[src/rtl/tri_bus_reader.sv]
// Tri-state bus reader: captures one word per bus_en assertion into a receive FIFO and acks it.
// Optional parity checking of the captured word is enabled by defining TRI_BUS_READER_PARITY_EN.
module tri_bus_reader #(
    parameter int DATA_WIDTH = 8,
    parameter int DEPTH      = 4
) (
    input  logic                  clk,
    input  logic                  rst,
    input  logic [DATA_WIDTH-1:0] bus_data,
    input  logic                  bus_en,
`ifdef TRI_BUS_READER_PARITY_EN
    input  logic                  bus_par,
    output logic                  par_err,
`endif
    output logic                  bus_ack,
    output logic [DATA_WIDTH-1:0] out_data,
    output logic                  out_valid,
    input  logic                  out_ready,
    output logic                  overflow,
    input  logic                  ovf_clr
);

    localparam int AW = $clog2(DEPTH);
    localparam logic [AW:0] C_FULL = DEPTH[AW:0];

    typedef enum logic [1:0] {
        S_IDLE     = 2'd0,
        S_ACK      = 2'd1,
        S_WAIT_REL = 2'd2
    } state_t;

    state_t                r_state;
    state_t                w_next_state;
    logic                  r_en_d;
    logic [DATA_WIDTH-1:0] r_mem [DEPTH];
    logic [AW-1:0]         r_wr_ptr;
    logic [AW-1:0]         r_rd_ptr;
    logic [AW:0]           r_count;
    logic                  r_overflow;
    logic                  w_rise;
    logic                  w_par_ok;
    logic                  w_full;
    logic                  w_pop;
    logic                  w_push;
    logic                  w_drop;

`ifdef TRI_BUS_READER_PARITY_EN
    logic                  r_par_err;
    logic                  w_par_bad;

    function automatic logic even_parity_ok(input logic [DATA_WIDTH-1:0] d, input logic p);
        return ((^d) == p);
    endfunction

    assign w_par_ok  = even_parity_ok(bus_data, bus_par);
    assign w_par_bad = (r_state == S_IDLE) && w_rise && !w_par_ok;
    assign par_err   = r_par_err;

    // Sticky parity error; a new bad word wins over a same-cycle clear.
    always_ff @(posedge clk or posedge rst) begin
        if (rst) begin
            r_par_err <= 1'b0;
        end else if (w_par_bad) begin
            r_par_err <= 1'b1;
        end else if (ovf_clr) begin
            r_par_err <= 1'b0;
        end
    end
`else
    assign w_par_ok = 1'b1;
`endif

    assign w_rise    = bus_en && !r_en_d;
    assign w_full    = (r_count == C_FULL);
    assign w_pop     = (r_count != {(AW+1){1'b0}}) && out_ready;
    assign out_valid = (r_count != {(AW+1){1'b0}});
    assign out_data  = r_mem[r_rd_ptr];
    assign bus_ack   = (r_state == S_ACK);
    assign overflow  = r_overflow;

    // Next-state and capture decisions; a pop in the same cycle frees room for a push when full.
    always_comb begin
        w_next_state = r_state;
        w_push       = 1'b0;
        w_drop       = 1'b0;
        case (r_state)
            S_IDLE: begin
                if (w_rise) begin
                    if (!w_par_ok) begin
                        w_next_state = S_WAIT_REL;
                    end else if (!w_full || w_pop) begin
                        w_push       = 1'b1;
                        w_next_state = S_ACK;
                    end else begin
                        w_drop       = 1'b1;
                        w_next_state = S_WAIT_REL;
                    end
                end else begin
                    w_next_state = S_IDLE;
                end
            end
            S_ACK: begin
                w_next_state = S_WAIT_REL;
            end
            S_WAIT_REL: begin
                if (!bus_en) begin
                    w_next_state = S_IDLE;
                end else begin
                    w_next_state = S_WAIT_REL;
                end
            end
            default: begin
                w_next_state = S_IDLE;
            end
        endcase
    end

    // State register and bus_en edge history.
    always_ff @(posedge clk or posedge rst) begin
        if (rst) begin
            r_state <= S_IDLE;
            r_en_d  <= 1'b0;
        end else begin
            r_state <= w_next_state;
            r_en_d  <= bus_en;
        end
    end

    // FIFO pointers and occupancy; pointers wrap naturally at DEPTH.
    always_ff @(posedge clk or posedge rst) begin
        if (rst) begin
            r_wr_ptr <= {AW{1'b0}};
            r_rd_ptr <= {AW{1'b0}};
            r_count  <= {(AW+1){1'b0}};
        end else begin
            if (w_push) begin
                r_wr_ptr <= r_wr_ptr + {{(AW-1){1'b0}}, 1'b1};
            end
            if (w_pop) begin
                r_rd_ptr <= r_rd_ptr + {{(AW-1){1'b0}}, 1'b1};
            end
            case ({w_push, w_pop})
                2'b10:   r_count <= r_count + {{AW{1'b0}}, 1'b1};
                2'b01:   r_count <= r_count - {{AW{1'b0}}, 1'b1};
                default: r_count <= r_count;
            endcase
        end
    end

    // Storage needs no reset; only entries between the pointers are ever observed.
    always_ff @(posedge clk) begin
        if (w_push) begin
            r_mem[r_wr_ptr] <= bus_data;
        end
    end

    // Sticky overflow; a drop wins over a same-cycle clear.
    always_ff @(posedge clk or posedge rst) begin
        if (rst) begin
            r_overflow <= 1'b0;
        end else if (w_drop) begin
            r_overflow <= 1'b1;
        end else if (ovf_clr) begin
            r_overflow <= 1'b0;
        end
    end

endmodule

[config.mk]
export PLATFORM = sky130hd
export DESIGN_NAME = tri_bus_reader
export DESIGN_NICKNAME = d
export VERILOG_FILES = /design/src/rtl/tri_bus_reader.sv
export SDC_FILE = /design/constraint.sdc
export NUM_CORES = 1
export LEC_CHECK = 0
export BUFFER_PORTS_ARGS = -buffer_cell sky130_fd_sc_hd__buf_2
export CAP_MARGIN = 20
export CORE_ASPECT_RATIO = 0.8
export CORE_MARGIN = 2
export CORE_UTILIZATION = 24
export CTS_BUF_LIST = sky130_fd_sc_hd__clkbuf_2
export CTS_CLUSTER_SIZE = 25
export DETAILED_ROUTE_END_ITERATION = 10
export SLEW_MARGIN = 20
export SYNTH_ARGS = -nofsm -noshare
export SYNTH_HDL_FRONTEND = slang
export SYNTH_SLANG_ARGS = --single-unit
[constraint.sdc]
create_clock -name clk -period 6.5 [get_ports clk]
set_input_delay 0.65 -clock clk [delete_from_list [all_inputs] [get_ports clk]]
set_output_delay 0.65 -clock clk [all_outputs]
set_load 0.01 [all_outputs]
# [Word-level counts from Yosys, hierarchy flattened]
# Memory sizes are Yosys's and may differ from the RTL's.
# Index checks and enable logic that the tools add are counted.
# Widths: inputs -> output; s select.
[word_totals] regBits=11 ramBits=32 inputBits=13 out_inout_bits=11 word_cells=40 mem_count=1
[mem_list] memory="r_mem" words=4 width=8 read_ports=1 rd_ports_with_merged_regs=0 write_ports=1 line_no="35" text="logic [DATA_WIDTH-1:0] r_mem [DEPTH];"
[op_classes] n_addsub=4 eq_ne=5 muxes=15 reduce_logical=9
[ops] op="$mux 1" n=10
[ops] op="$mux 2" n=3
[ops] op="$pmux 2 s3" n=1
[ops] op="$pmux 3 s2" n=1
[ops] op="$add 2x1->2 const B" n=2
[ops] op="$eq 2x1->1 const B" n=2
[ops] op="$eq 2x2->1 const B" n=2
[ops] op="$reduce_bool 2->1" n=2
[ops] op="$add 3x1->3 const B" n=1
[ops] op="$eq 3x3->1 const B" n=1
[ops] op="$reduce_bool 3->1" n=1
[ops] op="$sub 3x1->3 const B" n=1
[ops] op="$logic_and 1x1->1" n=2
[ops] op="$logic_not 1->1" n=2
[ops] op="$logic_not 2->1" n=1
[ops] op="$logic_or 1x1->1" n=1

# [Longest topological paths before layout]
# Gate-level depths: netlist of the first run.
[logic_depth] ltp_word=8 depth_mapped=10 depth_no_buf=9

# [Worst setup path after synthesis of the first run]
# Ideal clock, no wire load.
[synth_path] path_kind="in2reg" startpoint="in out_ready" endpoint="reg r_count[2]" setup_ns=0.079 arrival_time_ns=2.381 required_time_ns=6.421 slack_ns=4.040 stages=10 n_path_buf=1 path_cell_list="or4b_4 nor2b_4 buf_6 inv_1 ha_1 inv_1 fa_1 xor2_1 nor2_1 xor2_1"
[synth_between] elab_chain_cells=7 elab_cells_between_ends=9 cone_classes="2 x eq/ne; 4 x mux; 3 x reduce/logical"
[synth_rtl] element="start: declaration" line_no="18" text="input logic out_ready,"
[synth_rtl] element="$logic_and 1x1->1 *" line_no="75" text="assign w_pop = (r_count != {(AW+1){1'b0}}) && out_ready;"
[synth_rtl] element="$logic_or 1x1->1" line_no="91" text="end else if (!w_full || w_pop) begin"
[synth_rtl] element="$mux 1" line_no="91"
[synth_rtl] element="$mux 1" line_no="88" text="if (w_rise) begin"
[synth_rtl] element="$mux 1" line_no="86" text="case (r_state)"
[synth_rtl] element="$eq 2x1->1 or $eq 2x2->1 (tied branches)" line_no="142" text="case ({w_push, w_pop})"
[synth_rtl] element="$pmux 3 s2 or $reduce_bool 2->1 (tied branches)"
[synth_rtl] element="end signal: assignment" line_no="143" text="2'b10: r_count <= r_count + {{AW{1'b0}}, 1'b1};"
[synth_rtl] element="end signal: assignment" line_no="144" text="2'b01: r_count <= r_count - {{AW{1'b0}}, 1'b1};"
[synth_rtl] element="end signal: assignment" line_no="145" text="default: r_count <= r_count;"
[synth_rtl] element="end: declaration" line_no="38" text="logic [AW:0] r_count;"
# Mark *: on every way between the ends. The rest lies on a longest branch, timed or not.
# A chain may end at the register's enable or synchronous reset.

# [Worst setup path in the final report of the first run]
[layout_path] startpoint="reg r_rd_ptr[0]" endpoint="out out_data[6]"
[layout_between] elab_chain_cells=1
[layout_rtl] element="start: declaration" line_no="37" text="logic [AW-1:0] r_rd_ptr;"
[layout_rtl] element="start signal: assignment" line_no="133" text="r_rd_ptr <= {AW{1'b0}};"
[layout_rtl] element="start signal: assignment" line_no="140" text="r_rd_ptr <= r_rd_ptr + {{(AW-1){1'b0}}, 1'b1};"
[layout_rtl] element="$mem_v2 4x8"
[layout_rtl] element="end: declaration" line_no="16" text="output logic [DATA_WIDTH-1:0] out_data,"
# Every way passes these cells.

==> impl_metrics.env, run 1 <==
export IMPL_outcome="completed"
export IMPL_max_clock_path_buffers=2
export IMPL_core_area_mm2=0.00699
export IMPL_power_report_internal_total_mw=0.529
export IMPL_power_share_clock=0.197
export IMPL_max_clock_freq_mhz=390
export IMPL_slew_violations=0
export IMPL_worst_ir_drop_on_vdd_v=0.0000906
export IMPL_regToRegStartpoint="r_count[0]$_DFFE_PP0P_"
export IMPL_combinationalPowerShare=0.290
export IMPL_crit_path_max_fanout=10
export IMPL_portBuffers=23
export IMPL_stage_delay_of_the_slowest_cell_on_the_critical_path_ns=0.76
export IMPL_syn_cell_area_mm2=0.00175
export IMPL_cts_clk_slew_worst_paths_ns=0.23
export IMPL_starting_density_of_the_core=0.251
export IMPL_syn_nets=111
export IMPL_setup_tns_ns=0
export IMPL_rows=27
export IMPL_route_antenna_remaining_nets=0
export IMPL_reg2reg_setup_slack_ns=4.13
export IMPL_synth_yosys_warnings=0
export IMPL_setup_worst_path_class="flip-flop to output port"
export IMPL_grt_util_all_layers=0.0805
export IMPL_fp_dieArea_mm2=0.00801
export IMPL_post_route_util=0.290
export IMPL_post_route_cells_drive_above_1_share=0.417
export IMPL_fill_cells=692
export IMPL_grt_pass1_wl_um=4660
export IMPL_num_antenna_cells=0
export IMPL_yosysUniqueCellTypes=23
export IMPL_worst_r2r_path_depth=9
export IMPL_finalWorstPathRequiredPeriod_ns=2.57
export IMPL_class_of_the_tightest_hold_or_removal_check="primary input to async pin"
export IMPL_postSynthCellCount=92
export IMPL_cts_hold_buf=0
export IMPL_routabilityCongestion=0.709
export IMPL_syn_area_cell_um2=19.1
export IMPL_design_portCount=24
export IMPL_grt_pass1_vias=955
export IMPL_fin_area_mm2=0.00203
export IMPL_endpoint="out_data[6]"
export IMPL_timing_max_slew_rel_slack=0.608
export IMPL_power_density_mw_per_mm2=378
export IMPL_power_switching_mw=0.238
export IMPL_critical_path_startpoint="r_rd_ptr[0]$_DFFE_PP0P_"
export IMPL_wl_um=2920
export IMPL_start_kind="flip-flop"
export IMPL_drc_markers=0
export IMPL_dpl_hpwl_um=2020
export IMPL_dpl_worst_slack_ns=3.92
export IMPL_die_height_um=80.4
export IMPL_area_growth_synth_to_final_pct=15.6
export IMPL_drt_initial_drc_count=46
export IMPL_max_cap_viol_count=0
export IMPL_average_wire_length_per_cell_after_detail_routing_um=14.1
export IMPL_clock_buffer_count_from_cts=5
export IMPL_final_hold_viol_count=0
export IMPL_clock_tree_from_tritoncts="done"
export IMPL_root_driver="sky130_fd_sc_hd__clkbuf_2"
export IMPL_critPathSlowestCell="sky130_fd_sc_hd__dfrtp_1"
export IMPL_crit_required_ns=5.85
export IMPL_drt_pass1_iter_count=2
export IMPL_synth_seq_area_share=0.705
export IMPL_setup_violators_final=0
export IMPL_grt_overflow_total=0
export IMPL_cp_num_buf_inv=1
export IMPL_fin_worst_skew_ns=0.0284
export IMPL_pin_slew_with_the_least_headroom_to_its_limit_ns=0.588
export IMPL_mostFrequentLayoutCells="32 x sky130_fd_sc_hd__edfxtp_1, 23 x sky130_fd_sc_hd__buf_2, 11 x sky130_fd_sc_hd__dfrtp_1"
export IMPL_h_tree_depth=2
export IMPL_post_cts_resized=0
export IMPL_post_cts_buffers=0
export IMPL_timing_rr_end="r_count[2]$_DFFE_PP0P_"
export IMPL_rsz0062_at_grt="no"
export IMPL_capturing_element_type_of_the_critical_path="output port"
export IMPL_cpLargestDelayFamily="flip-flops"
export IMPL_die_width_um=99.6
export IMPL_synth_seq_cells=43
export IMPL_grt_antenna_before_repair=0
export IMPL_vias_per_cell=3.96
export IMPL_worst_endpoint_arrival_ns=1.92
export IMPL_cp_depth=2
export IMPL_detailroute_via_count=819
export IMPL_setup_ws_ns=3.93
export IMPL_static_leakage_power_nw=0.773
export IMPL_seq_power_share=0.513
export IMPL_timing_final_crit_share=0.395
export IMPL_clk_insertion_delay_late_ns=0.40
export IMPL_maximum_number_of_pins_on_one_net_before_global_route_repair=15
export IMPL_switching_share=0.310
export IMPL_placed_cell_area_mm2=0.00196
export IMPL_crit_path_cell_trace="mux4_2 -> buf_2"
export IMPL_numClockSinks=43
export IMPL_mostFrequentLayoutCell="sky130_fd_sc_hd__edfxtp_1"
export IMPL_hold_worst_slack_ns=0.196
export IMPL_finalNetCount=138
## per-stage QoR
stage               power (mW)  std cells
finish                   0.767        207
global route             0.815        207
CTS                      0.779        207
detailed placement       0.628        199
global placement         0.611        199
floorplan                0.554         92
## how the worst min path moves through the flow
stage / start / endpoint / slack [ns] / depth (start not counted)
6_report: rst / r_en_d$_DFF_PP0_ / 0.20 / 2
5_1_grt: rst / r_en_d$_DFF_PP0_ / 0.19 / 2
4_1_cts: rst / overflow$_DFFE_PP0P_ / 0.17 / 2
3_5_place_dp: r_count[2]$_DFFE_PP0P_ / r_count[2]$_DFFE_PP0P_ / 0.51 / 1
3_3_place_gp: r_count[2]$_DFFE_PP0P_ / r_count[2]$_DFFE_PP0P_ / 0.49 / 1
2_1_floorplan: r_count[2]$_DFFE_PP0P_ / r_count[2]$_DFFE_PP0P_ / 0.47 / 1
## synthesized netlist by cell type
master / number / area [um2]
sky130_fd_sc_hd__nor2b_4: 1 / 13.8
sky130_fd_sc_hd__dfrtp_1: 11 / 275
sky130_fd_sc_hd__buf_6: 1 / 11.3
sky130_fd_sc_hd__ha_1: 5 / 62.6
sky130_fd_sc_hd__nor2_1: 2 / 7.51
sky130_fd_sc_hd__mux2i_1: 1 / 10.0
sky130_fd_sc_hd__mux2_4: 1 / 15.0
sky130_fd_sc_hd__nand2_1: 1 / 3.75
sky130_fd_sc_hd__o22ai_1: 1 / 6.26
sky130_fd_sc_hd__buf_2: 1 / 5.00
sky130_fd_sc_hd__buf_1: 1 / 3.75
sky130_fd_sc_hd__mux4_2: 8 / 180
sky130_fd_sc_hd__a31o_2: 1 / 8.76
sky130_fd_sc_hd__inv_1: 9 / 33.8
sky130_fd_sc_hd__xor2_1: 3 / 26.3
sky130_fd_sc_hd__o31a_2: 1 / 10.0
sky130_fd_sc_hd__o21bai_1: 1 / 7.51
sky130_fd_sc_hd__and2_2: 4 / 30.0
sky130_fd_sc_hd__fa_1: 1 / 20.0
sky130_fd_sc_hd__xnor2_1: 3 / 26.3
sky130_fd_sc_hd__or4b_4: 2 / 27.5
sky130_fd_sc_hd__or3_2: 1 / 7.51
sky130_fd_sc_hd__edfxtp_1: 32 / 961
## worst register-to-register path, stage by stage (launching register included)
cell and delay (ns):
sky130_fd_sc_hd__dfrtp_1 0.48, sky130_fd_sc_hd__or4b_4 0.58, sky130_fd_sc_hd__nor2b_4 0.17, sky130_fd_sc_hd__inv_1 0.05, sky130_fd_sc_hd__ha_1 0.17, sky130_fd_sc_hd__inv_1 0.07, sky130_fd_sc_hd__fa_1 0.37, sky130_fd_sc_hd__xor2_1 0.15
sky130_fd_sc_hd__nor2_1 0.11, sky130_fd_sc_hd__xor2_1 0.14
## registers in the layout (all words and copies together) (netlist names)
| name | flops |
|---|---|
| overflow | 1 |
| r_state | 2 |
| r_en_d | 1 |
| r_rd_ptr | 2 |
| r_count | 3 |
| r_wr_ptr | 2 |
| r_mem | 32 |
## cells by family after synthesis
logic type,synth area share
simple gates,0.0514
fa+ha+maj,0.0471
mux,0.117
compound gates,0.0186
flops,0.705
buf+inv,0.0307
xor+xnor,0.0300
## power groups by stage
stage | combinational, mW | clock (mW) | sequential (mW)
floorplan | 0.189 | 0 | 0.365
global placement | 0.214 | 0 | 0.397
detailed placement | 0.226 | 0 | 0.402
CTS | 0.228 | 0.156 | 0.395
global route | 0.245 | 0.166 | 0.404
finish | 0.222 | 0.151 | 0.394
## metal layers
metal,global-route usage,wire length (um),vias up,part of all wire
li1,-,-,392,-
met1,0.0860,1220,403,0.42
met2,0.143,1500,16,0.52
met3,0.0209,127,8,0.044
met4,0.0493,69,0,0.024
met5,0,0,-,0
## layout make-up
| type | count | area [um2] | share of cell area |
|---|---|---|---|
| Clock buffer | 5 | 25.0 | 0.0124 |
| Clock inverter | 3 | 43.8 | 0.0216 |
| Inverter | 9 | 33.8 | 0.0167 |
| Multi-Input combinational cell | 37 | 463 | 0.229 |
| Sequential cell | 43 | 1240 | 0.610 |
| Tap cell | 87 | 109 | 0.0537 |
| Timing Repair Buffer | 23 | 115 | 0.0568 |
Note: power is estimated with default switching activity, not from simulation.
==> run 2: changes to the inputs <==
--- a/config.mk
+++ b/config.mk
@@ -5,6 +5,7 @@
 export SDC_FILE = /design/constraint.sdc
 export NUM_CORES = 1
 export LEC_CHECK = 0
+export ABC_AREA = 1
 export BUFFER_PORTS_ARGS = -buffer_cell sky130_fd_sc_hd__buf_2
 export CAP_MARGIN = 20
 export CORE_ASPECT_RATIO = 0.8
==> constraint.sdc (replaced) <==
create_clock -name clk -period 2.6 [get_ports clk]
set_input_delay 0.26 -clock clk [delete_from_list [all_inputs] [get_ports clk]]
set_output_delay 0.26 -clock clk [all_outputs]
set_load 0.01 [all_outputs]
==> impl_metrics.env, run 2 <==
export IMPL_fill_cells=848
export IMPL_capturing_element_type_of_the_critical_path="output port"
export IMPL_max_clock_freq_mhz=484
export IMPL_core_area_mm2=0.00784
export IMPL_max_clock_path_buffers=2
export IMPL_synth_common_cells="32 x sky130_fd_sc_hd__edfxtp_1, 30 x sky130_fd_sc_hd__nor2_1, 22 x sky130_fd_sc_hd__nand2_1"
export IMPL_drc_markers=0
export IMPL_root_driver="sky130_fd_sc_hd__clkbuf_2"
export IMPL_maximum_number_of_pins_on_one_net_before_global_route_repair=18
export IMPL_yosysTopAreaCellShare=0.502
export IMPL_timing_max_slew_rel_slack=0.710
export IMPL_portBuffers=23
export IMPL_clk_insertion_delay_late_ns=0.40
export IMPL_slew_violations=0
export IMPL_finalWorstPathRequiredPeriod_ns=2.06
export IMPL_reg_top3="r_mem (32), r_count (3)"
export IMPL_detailroute_via_count=1193
export IMPL_rsz0062_at_grt="no"
export IMPL_grt_overflow_total=0
export IMPL_setup_worst_path_class="flip-flop to output port"
export IMPL_clock_buffer_count_from_cts=5
export IMPL_fin_area_mm2=0.00221
export IMPL_cell_accounting_for_the_most_synthesized_area="sky130_fd_sc_hd__edfxtp_1"
export IMPL_design_portCount=24
export IMPL_grt_pass1_vias=1229
export IMPL_postSynthCellCount=169
export IMPL_die_height_um=83.9
export IMPL_grt_pass1_wl_um=5490
export IMPL_power_density_mw_per_mm2=920
export IMPL_netlist_top_cells_area="sky130_fd_sc_hd__edfxtp_1 50%, sky130_fd_sc_hd__dfrtp_1 14%, sky130_fd_sc_hd__nor2_1 5.9%"
export IMPL_timing_final_crit_share=0.794
export IMPL_max_cap_viol_count=0
export IMPL_wirelength_met1_um=1430
export IMPL_synth_seq_cells=43
export IMPL_setup_tns_ns=0
export IMPL_rows=29
export IMPL_cts_clk_slew_worst_paths_ns=0.22
export IMPL_wl_um=3170
export IMPL_post_cts_resized=0
export IMPL_grt_antenna_before_repair=0
export IMPL_final_hold_viol_count=0
export IMPL_yosysUniqueCellTypes=22
export IMPL_synth_seq_area_share=0.645
export IMPL_yosysMostFrequentCell="sky130_fd_sc_hd__edfxtp_1"
export IMPL_synth_top_flop_cell="sky130_fd_sc_hd__edfxtp_1"
export IMPL_outcome="completed"
export IMPL_finalNetCount=221
export IMPL_syn_cell_area_mm2=0.00192
export IMPL_synth_compound_area_frac=0.0849
export IMPL_crit_required_ns=2.34
export IMPL_vias_per_cell=3.84
export IMPL_class_of_the_tightest_hold_or_removal_check="primary input to flip-flop"
export IMPL_worst_endpoint_arrival_ns=1.80
export IMPL_synth_xor_area_share=0.00914
export IMPL_registers_top_by_ff_count="r_mem"
export IMPL_routed_top_layer="met4"
export IMPL_die_width_um=104
export IMPL_mostFrequentLayoutCells="32 x sky130_fd_sc_hd__edfxtp_1, 30 x sky130_fd_sc_hd__nor2_1, 23 x sky130_fd_sc_hd__buf_2"
export IMPL_h_tree_depth=2
export IMPL_fp_dieArea_mm2=0.00872
export IMPL_clock_tree_from_tritoncts="done"
export IMPL_synth_yosys_warnings=0
export IMPL_synth_simple_gate_area_frac=0.138
export IMPL_largest_reg_flops=32
export IMPL_crit_path_max_fanout=17
export IMPL_total_power_mw=2.03
export IMPL_met2_wirelength_um=1540
export IMPL_worst_ir_drop_on_vdd_v=0.000177
export IMPL_seq_area_mm2=0.00124
export IMPL_area_growth_synth_to_final_pct=15.3
export IMPL_synth_area_mux_share=0
export IMPL_num_antenna_cells=0
export IMPL_route_antenna_remaining_nets=0
export IMPL_average_wire_length_per_cell_after_detail_routing_um=10.2
export IMPL_multi_input_comb_area_um2=528
export IMPL_met3_wirelength_um=158
export IMPL_static_leakage_power_nw=0.906
export IMPL_syn_area_cell_um2=11.3
export IMPL_synth_enable_flop_cells=32
export IMPL_placed_cell_area_mm2=0.00214
export IMPL_numClockSinks=43
export IMPL_starting_density_of_the_core=0.244
export IMPL_post_route_cells_drive_above_1_share=0.261
export IMPL_dpl_hpwl_um=2240
export IMPL_syn_nets=188
export IMPL_pin_slew_with_the_least_headroom_to_its_limit_ns=0.434
export IMPL_synth_fa_ha_area_frac=0.0431
export IMPL_fin_worst_skew_ns=0.0147
export IMPL_routabilityCongestion=0.744
export IMPL_mostFrequentLayoutCell="sky130_fd_sc_hd__edfxtp_1"
export IMPL_drt_pass1_iter_count=4
export IMPL_drt_initial_drc_count=72
export IMPL_async_reset_ff_frac=0.256
export IMPL_grt_util_all_layers=0.0811
export IMPL_setup_violators_final=0
export IMPL_main_combinational_cell_family_by_area_after_synthesis="simple AND/OR/NAND/NOR gates"
export IMPL_start_kind="flip-flop"
[run 2: cell types whose count changed in the layout (fill, tap and decap cells not counted), sizes merged, moves of 5 or more]
cell   previous run  this run
buf              23        28
inv               9        24
mux4              8         0
nand2             1        24
nor2              2        33
o21ai             0        27
[run 2: final timing paths]
check / from / slack (ns) / endpoint / cells after the start
setup / recovery: r_rd_ptr[0]$_DFFE_PP0P_ / 0.54 / out_data[1] / 5
min in group asynchronous: rst / 0.35 / r_count[2]$_DFFE_PP0P_ / 3
hold / removal: bus_data[7] / 0.05 / r_mem[0][7]$_DFFE_PP_ / 1
setup reg to reg: r_count[0]$_DFFE_PP0P_ / 0.75 / r_count[2]$_DFFE_PP0P_ / 10
hold reg to reg: overflow$_DFFE_PP0P_ / 0.51 / overflow$_DFFE_PP0P_ / 2
max in group asynchronous: rst / 1.96 / r_wr_ptr[0]$_DFFE_PP0P_ / 3
[run 2: layout make-up]
| class | count | area share |
|---|---|---|
| Sequential cell | 43 | 0.559 |
| Multi-Input combinational cell | 99 | 0.239 |
| Timing Repair Buffer | 30 | 0.0781 |
| Tap cell | 108 | 0.0612 |
| Inverter | 23 | 0.0402 |
| Clock buffer | 5 | 0.0113 |
| Clock inverter | 3 | 0.0108 |
[run 2: cell families after synthesis]
kind of cell	count (synthesis)
xor+xnor	2
flops	43
compound gates	28
fa+ha+maj	6
simple gates	63
buf+inv	27
[run 2: worst max-delay path, cell delays in order, from the launching register on]
cell	delay (ns)
sky130_fd_sc_hd__dfrtp_1	0.57
sky130_fd_sc_hd__buf_4	0.25
sky130_fd_sc_hd__inv_4	0.19
sky130_fd_sc_hd__o21ai_1	0.09
sky130_fd_sc_hd__o21ai_1	0.15
sky130_fd_sc_hd__buf_2	0.16
[run 2: stage by stage]
stage,hold slack (ns),setup slack [ns],instances,util
CTS,0.0153,0.483,311,0.282
detailed placement,0.277,0.776,301,0.273
floorplan,0.112,0.919,169,-
global placement,0.276,0.852,301,0.273
finish,0.0477,0.536,311,0.282
global route,0.0132,0.372,311,0.282
[run 2: per-layer routing]
| metal | up-vias | track usage |
|---|---|---|
| li1 | 619 | - |
| met1 | 554 | 0.0861 |
| met2 | 16 | 0.147 |
| met3 | 4 | 0.0289 |
| met4 | 0 | 0.0332 |
| met5 | - | 0 |
[run 2: power breakdown]
group / switching [mW] / internal, mW / total (mW) / leakage [nW]
clock network: 0.224 / 0.0690 / 0.293 / 0.0256
registers: 0.0888 / 0.846 / 0.935 / 0.427
logic: 0.498 / 0.308 / 0.806 / 0.454
[run 2: timing repair]
item | 4_1_cts | 5_1_grt
hold endpoints to repair | 12 | 0
hold buffers | 2 | 0
buffers inserted | 0 | 0
